[src/rtl/mem_port_arbiter_if.sv]
// Handshake bundle between the pipeline requesters, the unified memory and the port arbiter.
// The arbiter takes the slave view; the pipeline/memory side takes the master view.
interface mem_port_arbiter_if;
    logic if_req;
    logic d_req;
    logic d_we;
    logic mem_done;
    logic sig_mux_select;
    logic mem_req;
    logic mem_we;
    logic if_done;
    logic d_done;
    logic if_stall;
    logic d_stall;
    logic sig_error;

    modport slave (
        input  if_req, d_req, d_we, mem_done,
        output sig_mux_select, mem_req, mem_we, if_done, d_done, if_stall, d_stall, sig_error
    );

    modport master (
        output if_req, d_req, d_we, mem_done,
        input  sig_mux_select, mem_req, mem_we, if_done, d_done, if_stall, d_stall, sig_error
    );
endinterface

[src/rtl/mem_port_arbiter.sv]
// Single-port memory arbiter between instruction fetch and data access, with a
// fetch starvation guard and a sticky watchdog timeout on the memory.
module mem_port_arbiter #(
    parameter int unsigned MAX_DATA_STREAK = 3,
    parameter int unsigned TIMEOUT         = 8
) (
    input  logic                clk,
    input  logic                reset_n,
    mem_port_arbiter_if.slave   bus
);

    typedef enum logic [1:0] {
        IDLE   = 2'd0,
        BUSY_I = 2'd1,
        BUSY_D = 2'd2
    } state_t;

    localparam logic [3:0] STREAK_MAX = 4'(MAX_DATA_STREAK);
    localparam logic [7:0] TIMER_LAST = 8'(TIMEOUT - 1);

    state_t     state_q, state_d;
    logic       sel_q, sel_d;
    logic       we_q, we_d;
    logic [3:0] streak_q, streak_d;
    logic [7:0] timer_q, timer_d;
    logic       error_q, error_d;
    logic       timeout_hit;
    logic       finish;

    always_ff @(posedge clk or negedge reset_n) begin
        if (!reset_n) begin
            state_q  <= IDLE;
            sel_q    <= 1'b0;
            we_q     <= 1'b0;
            streak_q <= '0;
            timer_q  <= '0;
            error_q  <= 1'b0;
        end else begin
            state_q  <= state_d;
            sel_q    <= sel_d;
            we_q     <= we_d;
            streak_q <= streak_d;
            timer_q  <= timer_d;
            error_q  <= error_d;
        end
    end

    always_comb begin
        state_d     = state_q;
        sel_d       = sel_q;
        we_d        = we_q;
        streak_d    = streak_q;
        timer_d     = timer_q;
        error_d     = error_q;
        // A late mem_done on the last watchdog cycle still counts as a normal completion.
        timeout_hit = (state_q != IDLE) && !bus.mem_done && (timer_q == TIMER_LAST);
        finish      = (state_q != IDLE) && (bus.mem_done || timeout_hit);

        unique case (state_q)
            IDLE: begin
                if (bus.d_req && !(bus.if_req && streak_q == STREAK_MAX)) begin
                    state_d = BUSY_D;
                    sel_d   = 1'b1;
                    we_d    = bus.d_we;
                    timer_d = '0;
                    if (bus.if_req && streak_q != STREAK_MAX) begin
                        streak_d = streak_q + 4'd1;
                    end
                end else if (bus.if_req) begin
                    state_d  = BUSY_I;
                    sel_d    = 1'b0;
                    we_d     = 1'b0;
                    timer_d  = '0;
                    streak_d = '0;
                end
            end
            BUSY_I, BUSY_D: begin
                if (finish) begin
                    state_d = IDLE;
                    we_d    = 1'b0;
                    error_d = error_q | timeout_hit;
                end else begin
                    timer_d = timer_q + 8'd1;
                end
            end
            default: state_d = IDLE;
        endcase
    end

    assign bus.sig_mux_select = sel_q;
    assign bus.mem_we         = we_q;
    assign bus.mem_req        = (state_q != IDLE);
    assign bus.if_done        = (state_q == BUSY_I) && finish;
    assign bus.d_done         = (state_q == BUSY_D) && finish;
    assign bus.if_stall       = bus.if_req & ~bus.if_done;
    assign bus.d_stall        = bus.d_req & ~bus.d_done;
    assign bus.sig_error      = error_q;

endmodule

[src/flat_wrapper.sv]
// flat-port wrapper written by rule: the top's interface ports become plain ports
module mem_port_arbiter_flat 
#(
    parameter int unsigned MAX_DATA_STREAK = 3,
    parameter int unsigned TIMEOUT         = 8
)
  (clk, reset_n, bus_if_req, bus_d_req, bus_d_we, bus_mem_done, bus_sig_mux_select, bus_mem_req, bus_mem_we, bus_if_done, bus_d_done, bus_if_stall, bus_d_stall, bus_sig_error);
  mem_port_arbiter_if bus_i ();
  input  logic clk;
  input  logic reset_n;
  input wire logic [$bits(bus_i.if_req)-1:0] bus_if_req;
  input wire logic [$bits(bus_i.d_req)-1:0] bus_d_req;
  input wire logic [$bits(bus_i.d_we)-1:0] bus_d_we;
  input wire logic [$bits(bus_i.mem_done)-1:0] bus_mem_done;
  output wire logic [$bits(bus_i.sig_mux_select)-1:0] bus_sig_mux_select;
  output wire logic [$bits(bus_i.mem_req)-1:0] bus_mem_req;
  output wire logic [$bits(bus_i.mem_we)-1:0] bus_mem_we;
  output wire logic [$bits(bus_i.if_done)-1:0] bus_if_done;
  output wire logic [$bits(bus_i.d_done)-1:0] bus_d_done;
  output wire logic [$bits(bus_i.if_stall)-1:0] bus_if_stall;
  output wire logic [$bits(bus_i.d_stall)-1:0] bus_d_stall;
  output wire logic [$bits(bus_i.sig_error)-1:0] bus_sig_error;
  assign bus_i.if_req = bus_if_req;
  assign bus_i.d_req = bus_d_req;
  assign bus_i.d_we = bus_d_we;
  assign bus_i.mem_done = bus_mem_done;
  assign bus_sig_mux_select = bus_i.sig_mux_select;
  assign bus_mem_req = bus_i.mem_req;
  assign bus_mem_we = bus_i.mem_we;
  assign bus_if_done = bus_i.if_done;
  assign bus_d_done = bus_i.d_done;
  assign bus_if_stall = bus_i.if_stall;
  assign bus_d_stall = bus_i.d_stall;
  assign bus_sig_error = bus_i.sig_error;
  mem_port_arbiter #(.MAX_DATA_STREAK(MAX_DATA_STREAK), .TIMEOUT(TIMEOUT)) u_core (.clk(clk), .reset_n(reset_n), .bus(bus_i));
endmodule
[config.mk]
export PLATFORM = sky130hd
export DESIGN_NAME = mem_port_arbiter_flat
export DESIGN_NICKNAME = d
export VERILOG_FILES = /design/src/rtl/mem_port_arbiter_if.sv /design/src/rtl/mem_port_arbiter.sv /design/src/flat_wrapper.sv
export SDC_FILE = /design/constraint.sdc
export NUM_CORES = 1
export LEC_CHECK = 0
export CAP_MARGIN = 20
export CORE_MARGIN = 4
export CORE_UTILIZATION = 33
export CTS_CLUSTER_DIAMETER = 50
export DETAILED_ROUTE_END_ITERATION = 10
export PLACE_DENSITY_LB_ADDON = 0.1
export SLEW_MARGIN = 15
export SYNTH_ARGS = -nofsm -noshare
export SYNTH_HDL_FRONTEND = slang
export SYNTH_SLANG_ARGS = --single-unit
[constraint.sdc]
create_clock -name clk -period 2.17 [get_ports clk]
set_input_delay 0.3255 -clock clk [delete_from_list [all_inputs] [get_ports clk]]
set_output_delay 0.3255 -clock clk [all_outputs]
set_load 0.01 [all_outputs]
==> flow_summary.json, run 1 <==
{
  "drc": 0,
  "place.port_buffers": 13,
  "wl_met1_um": 1050,
  "clk_pin_slew_worst_paths_ps": 90,
  "cts_inserted_buffers": 3,
  "io_pins": 14,
  "timing.rr.end": "u_core.timer_q[4]$_DFFE_PN0P_",
  "die_h_um": 63.4,
  "cap_violations": 0,
  "pwr_density_cell_nw_per_um2": 989,
  "path_max_fanout": 5,
  "synth.most_common_cell": "dfrtp_1",
  "outcome": "complete, but fails checks",
  "maxSlewViolCount": 0,
  "violations": "negative setup slack",
  "overflow": 0,
  "holdBufCountCts": 0,
  "cts_max_level": 1,
  "grt_max_degree": 18,
  "skew_ps": 4.70,
  "synthAdderAreaFrac_pct": 6.18,
  "crit_path_top_delay_cell": "or4_4",
  "wl_um": 2530,
  "top_layer": "met4",
  "synth_warnings": 0,
  "wl_per_cell_um": 13.8,
  "syn-cell-area_um2": 1010,
  "first_pass_iters": 4,
  "syn2layout_area_growth_pct": 40.7,
  "max_stage_delay_ps": 430,
  "startpoint": "u_core.state_q[1]$_DFFE_PN0P_",
  "arrival_ps": 1900,
  "ir_drop_uv": 345,
  "syn-num-nets": 120,
  "synth_xor_xnor_area_share_pct": 0,
  "grt_setup_unrepaired": "yes",
  "ant_nets": 0,
  "start_util_pct": 35.5,
  "final_area_um2": 1420,
  "stdcell_count": 184,
  "dieArea_um2": 4020,
  "cp-end-kind": "output port",
  "grt_pass1_vias": 1070,
  "dp_hpwl_um": 1950,
  "drtIter0Drc": 27,
  "yosysTopAreaCellShare_pct": 42.0,
  "dr_wl_met2_um": 1290,
  "grt_use_total_pct": 14.4,
  "r2r_cells": 7,
  "clk_latency_ps": 290,
  "tightest_slew_ps": 415,
  "avgSynthCellArea_um2": 9.29,
  "via_count": 990,
  "finalHoldViolCount": 0,
  "rows": 19,
  "ys_types": 34,
  "crit_type": "reg2out",
  "start_kind": "flip-flop",
  "fin_setup_tns_ps": -190,
  "cts_max_path_buffers": 2,
  "reg2reg_from": "u_core.state_q[1]$_DFFE_PN0P_",
  "synth_top_family_by_area": "compound AO/OA/AOI/OAI gates",
  "wl_met3_um": 159,
  "reg2reg_slack_ps": 240,
  "cts_tree": "yes",
  "setup_slack_ps": -57.3,
  "diodes": 0,
  "fmax_ghz": 0.449,
  "gp_congestion": 0.816,
  "hold_path_class": "in2async",
  "grt_pass1_wl_um": 4640,
  "p_leak_nw": 0.675,
  "ys_async_sr_fraction_pct": 100,
  "synth_top_area_cell": "dfrtp_1",
  "final_layout_size_suffix_gt1_share_pct": 29.4,
  "ys_dominant_reg_cell": "dfrtp_1",
  "fillers": 275,
  "yosysSeqAreaShare_pct": 42.0,
  "core_um2": 2850,
  "antenna_found_initial": 0,
  "fin_crit_ps": 2230,
  "hold_slack_ps": 353,
  "fin_crit_sh_pct": 103,
  "viasPerCell": 5.38,
  "setup_viol": 4,
  "cts-root-buf": "clkbuf_4",
  "slew_headroom_pct": 72.1,
  "yosys.area_share.simple_pct": 21.5,
  "die_width_um": 63.4,
  "synthTopCellsByCount": "17 x dfrtp_1, 12 x nand2_1, 10 x o21ai_0",
  "cts_sinks": 17,
  "synth_compound_gate_area_share_pct": 24.4,
  "fin_nets": 165,
  "cp.required_ps": 1840,
  "synthTopCellsByArea": "dfrtp_1 42%, ha_1 6.2%, o21ai_0 4.9%",
  "endpoint": "bus_if_done",
  "detailed_place.area_um2": 1370,
  "synth_edf_count": 0,
  "synth_mux_area_share_pct": 2.97,
  "syn_inst": 109,
  "worstPathCellList": "inv_2 > ha_4 > or4_4 > nor3_4 > o21a_1 > and2_1 > buf_2",
  "dp.cells": 176,
  "ys_ff_latch": 17
}
==> critical path, delay by kind of cell, from the launching register on <==
family | cells | cell delay [ps]
compound gates | 1 | 190
fa+ha+maj | 1 | 160
buf+inv | 2 | 180
flops | 1 | 370
simple gates | 3 | 710
==> area by class of cell <==
type	count	area, um^2	area share, %
tap	31	38.8	2.72
timing repair buffer	42	330	23.2
inverter	6	22.5	1.58
sequential	17	425	29.9
multi-input combinational	84	581	40.8
clock buffer	4	26.3	1.85
==> sequential cells by signal (all words and copies together) (netlist names) <==
register / count
u_core.state_q: 2
u_core.bus.sig_mux_select: 1
u_core.bus.mem_we: 1
u_core.streak_q: 4
u_core.bus.sig_error: 1
u_core.timer_q: 8
==> cells by family after synthesis <==
kind of cell             count (synthesis)
flip-flops                              17
AO/OA/AOI/OAI                           34
buffers and inverters                    8
AND/OR/NAND/NOR                         42
multiplexers                             3
adder cells (fa/ha/maj)                  5
==> per-layer routing <==
metal / up-vias / track usage [%]
met5: - / 0
met4: 0 / 4.58
met3: 4 / 4.62
met2: 26 / 25.8
met1: 473 / 15.9
li1: 487 / -
==> stage by stage <==
step | setup WS, ps | util (%) | total power [mW]
floorplan | 55.3 | - | 0.858
global placement | -438 | 47.9 | 1.19
detailed placement | -484 | 47.9 | 1.21
CTS | -95.7 | 49.0 | 1.41
global route | -215 | 49.9 | 1.55
finish | -57.3 | 49.9 | 1.41
==> cell usage in the layout, fill, tap and decap left out, types with 3 or more instances in the layout <==
master and instances:
nand3_1 6, nor2_1 5, inv_1 4, o2bb2ai_1 3, mux2i_1 3, buf_4 29, o21ai_0 10, nand2b_1 7
o21ai_1 3, clkdlybuf4s50_1 8, clkbuf_4 3, ha_1 4, buf_2 4, dfrtp_1 17, nand2_1 12, a211oi_1 3
==> how the worst min path moves through the flow <==
stage,end,from
2_1_floorplan,u_core.bus.mem_we$_DFFE_PN0P_,reset_n
3_3_place_gp,u_core.bus.sig_error$_DFFE_PN0P_,u_core.bus.sig_error$_DFFE_PN0P_
3_5_place_dp,u_core.bus.sig_mux_select$_DFFE_PN0P_,u_core.bus.sig_mux_select$_DFFE_PN0P_
4_1_cts,u_core.bus.mem_we$_DFFE_PN0P_,reset_n
5_1_grt,u_core.state_q[1]$_DFFE_PN0P_,reset_n
6_report,u_core.state_q[1]$_DFFE_PN0P_,reset_n
==> timing repair <==
item | 4_1_cts | 5_1_grt
buffers inserted | 1 | 3
pin swaps | 6 | 2
resized for setup | 21 | 1
endpoints found under the setup margin | 4 | 5
==> where the power goes <==
group          internal (mW)  switching, mW  leakage (nW)  total (mW)
Combinational          0.400          0.407         0.431       0.807
Sequential             0.384         0.0469         0.229       0.431
Clock                 0.0714         0.0986        0.0150       0.170
Total                  0.856          0.553         0.675        1.41
No activity file was read; power rests on OpenSTA's default activity.
==> inputs of run 2 (changes only) <==
Settings changed: CTS_CLUSTER_DIAMETER 50 to 150.
==> results of run 2 <==
Same layout as run 1: the final DEF is identical, and so are final timing and power.
==> inputs of run 3 (changes only) <==
Settings changed: PLACE_DENSITY from default to 0.55, PLACE_DENSITY_LB_ADDON 0.1 to default, SKIP_LAST_GASP from default to 1.
==> run 3 against run 2 <==
  * The run still ends with negative setup slack left
  * Die area is the same
  * Sequential power grew 0.9%
  * Combinational power grew 2.9%
  * Critical path depth is the same
  * Utilization grew 0.66 points
  * Sequential share of layout area shrank 0.39 points
  * Largest cell class unchanged
==> flow_summary.json, run 3 (synthesis results as in run 1) <==
{
  "power.share.sequential_pct": 30.2,
  "wl_met1_um": 1130,
  "ir_drop_uv": 443,
  "final_common_cell": "buf_4",
  "p_leak_nw": 0.678,
  "hold_slack_ps": 355,
  "p_int_mw": 0.864,
  "dieArea_um2": 4020,
  "fin_crit_ps": 2270,
  "cap_violations": 0,
  "utilization_pct": 50.6,
  "die_width_um": 63.4,
  "gp_congestion": 0.812,
  "timing.rr.end": "u_core.state_q[0]$_DFFE_PN0P_",
  "setup_viol": 4,
  "grt_setup_unrepaired": "yes",
  "hold_path_class": "in2async",
  "slew_headroom_pct": 78.5,
  "reg2reg_from": "u_core.state_q[0]$_DFFE_PN0P_",
  "start_kind": "flip-flop",
  "dp_hpwl_um": 1870,
  "viasPerCell": 5.32,
  "start_util_pct": 35.5,
  "final_cell_mix": "30 x buf_4, 17 x dfrtp_1, 12 x nand2_1",
  "cp.required_ps": 1840,
  "die_h_um": 63.4,
  "fin_setup_tns_ps": -321,
  "detailed_place.area_um2": 1360,
  "path_max_fanout": 5,
  "diodes": 0,
  "clockPowerShare_pct": 12.2,
  "cts_tree": "yes",
  "cts_max_level": 1,
  "cts_inserted_buffers": 3,
  "p_switching_mw": 0.576,
  "wl_met3_um": 111,
  "drc": 0,
  "clk_latency_ps": 290,
  "violations": "negative setup slack",
  "clk_pin_slew_worst_paths_ps": 110,
  "wl_um": 2560,
  "max_stage_delay_ps": 440,
  "cts_sinks": 17,
  "regMostFlops": "u_core.timer_q",
  "top_layer": "met4",
  "syn2layout_area_growth_pct": 42.5,
  "antenna_found_initial": 0,
  "rows": 19,
  "ant_nets": 0,
  "startpoint": "u_core.state_q[0]$_DFFE_PN0P_",
  "sw_frac_of_total_pct": 40.0,
  "pwr_density_cell_nw_per_um2": 998,
  "final_area_um2": 1440,
  "first_pass_iters": 4,
  "wl_per_cell_um": 13.8,
  "arrival_ps": 1940,
  "grt_pass1_vias": 1050,
  "endpoint": "bus_if_done",
  "fin_nets": 166,
  "crit_type": "reg2out",
  "grt_use_total_pct": 14.5,
  "place.port_buffers": 13,
  "reg2reg_slack_ps": 120,
  "fmax_ghz": 0.441,
  "grt_max_degree": 18,
  "via_count": 985,
  "p_total_mw": 1.44,
  "outcome": "complete, but fails checks",
  "maxSlewViolCount": 0,
  "setup_slack_ps": -97.4,
  "largest_register_ffs": 8,
  "r2r_cells": 11,
  "cts-root-buf": "clkbuf_4",
  "grt_pass1_wl_um": 4710,
  "finalHoldViolCount": 0,
  "worstPathCellList": "inv_2 > ha_4 > or4_4 > nor3_4 > o21a_1 > and2_1 > buf_2",
  "final_layout_size_suffix_gt1_share_pct": 31.2,
  "tightest_slew_ps": 319,
  "reg_top3": "u_core.timer_q (8), u_core.streak_q (4), u_core.state_q (2)",
  "io_pins": 14,
  "skew_ps": 4.37,
  "stdcell_count": 185,
  "core_um2": 2850,
  "drtIter0Drc": 17,
  "dp.cells": 175,
  "dr_wl_met2_um": 1300,
  "cp-end-kind": "output port",
  "p_comb_share_pct": 57.6,
  "crit_path_top_delay_cell": "or4_4",
  "post-place-ws_ps": -505,
  "overflow": 0,
  "fin_crit_sh_pct": 104,
  "cts_max_path_buffers": 2
}
[run 3: worst max-delay path: cells and delay by family, from the launching register on]
family          cells  cell delay, ps
compound gates      1             210
fa+ha+maj           1             160
buf+inv             2             180
flops               1             380
simple gates        3             720
[run 3: how the worst min path moves through the flow]
stage,start,endpoint,slack [ps],cells after the start
after global routing,reset_n,u_core.state_q[0]$_DFFE_PN0P_,350,2
after CTS,reset_n,u_core.state_q[0]$_DFFE_PN0P_,350,2
after global placement,u_core.bus.sig_error$_DFFE_PN0P_,u_core.bus.sig_error$_DFFE_PN0P_,450,1
final,reset_n,u_core.state_q[0]$_DFFE_PN0P_,360,2
after floorplan,reset_n,u_core.bus.mem_we$_DFFE_PN0P_,30,0
after detailed placement,u_core.bus.sig_error$_DFFE_PN0P_,u_core.bus.sig_error$_DFFE_PN0P_,470,1
[run 3: power groups by stage]
stage	Combinational, mW	Sequential, mW	Clock (mW)
detailed placement	0.766	0.437	0
floorplan	0.419	0.439	0
global placement	0.752	0.436	0
CTS	0.806	0.435	0.191
finish	0.830	0.435	0.176
global route	0.927	0.444	0.208
[run 3: routing by layer]
metal  track usage [%]  vias up
met3              4.09        2
met1              16.7      483
met2              26.2       15
met4              3.23        0
met5                 0        -
li1                  -      485
[run 3: timing repair]
| action | CTS | global route |
|---|---|---|
| hold buffers | 0 | 0 |
| gates resized for setup | 24 | 2 |
| pin swaps | 8 | 4 |
| setup endpoints to repair | 7 | 6 |
| buffers inserted | 7 | 1 |
[run 3: area by class of cell]
class,instances,area [um^2]
Clock buffer,3,22.5
Clock inverter,1,5.00
Fill cell,284,1410
Inverter,6,22.5
Multi-Input combinational cell,84,594
Sequential cell,17,425
Tap cell,31,38.8
Timing Repair Buffer,43,334
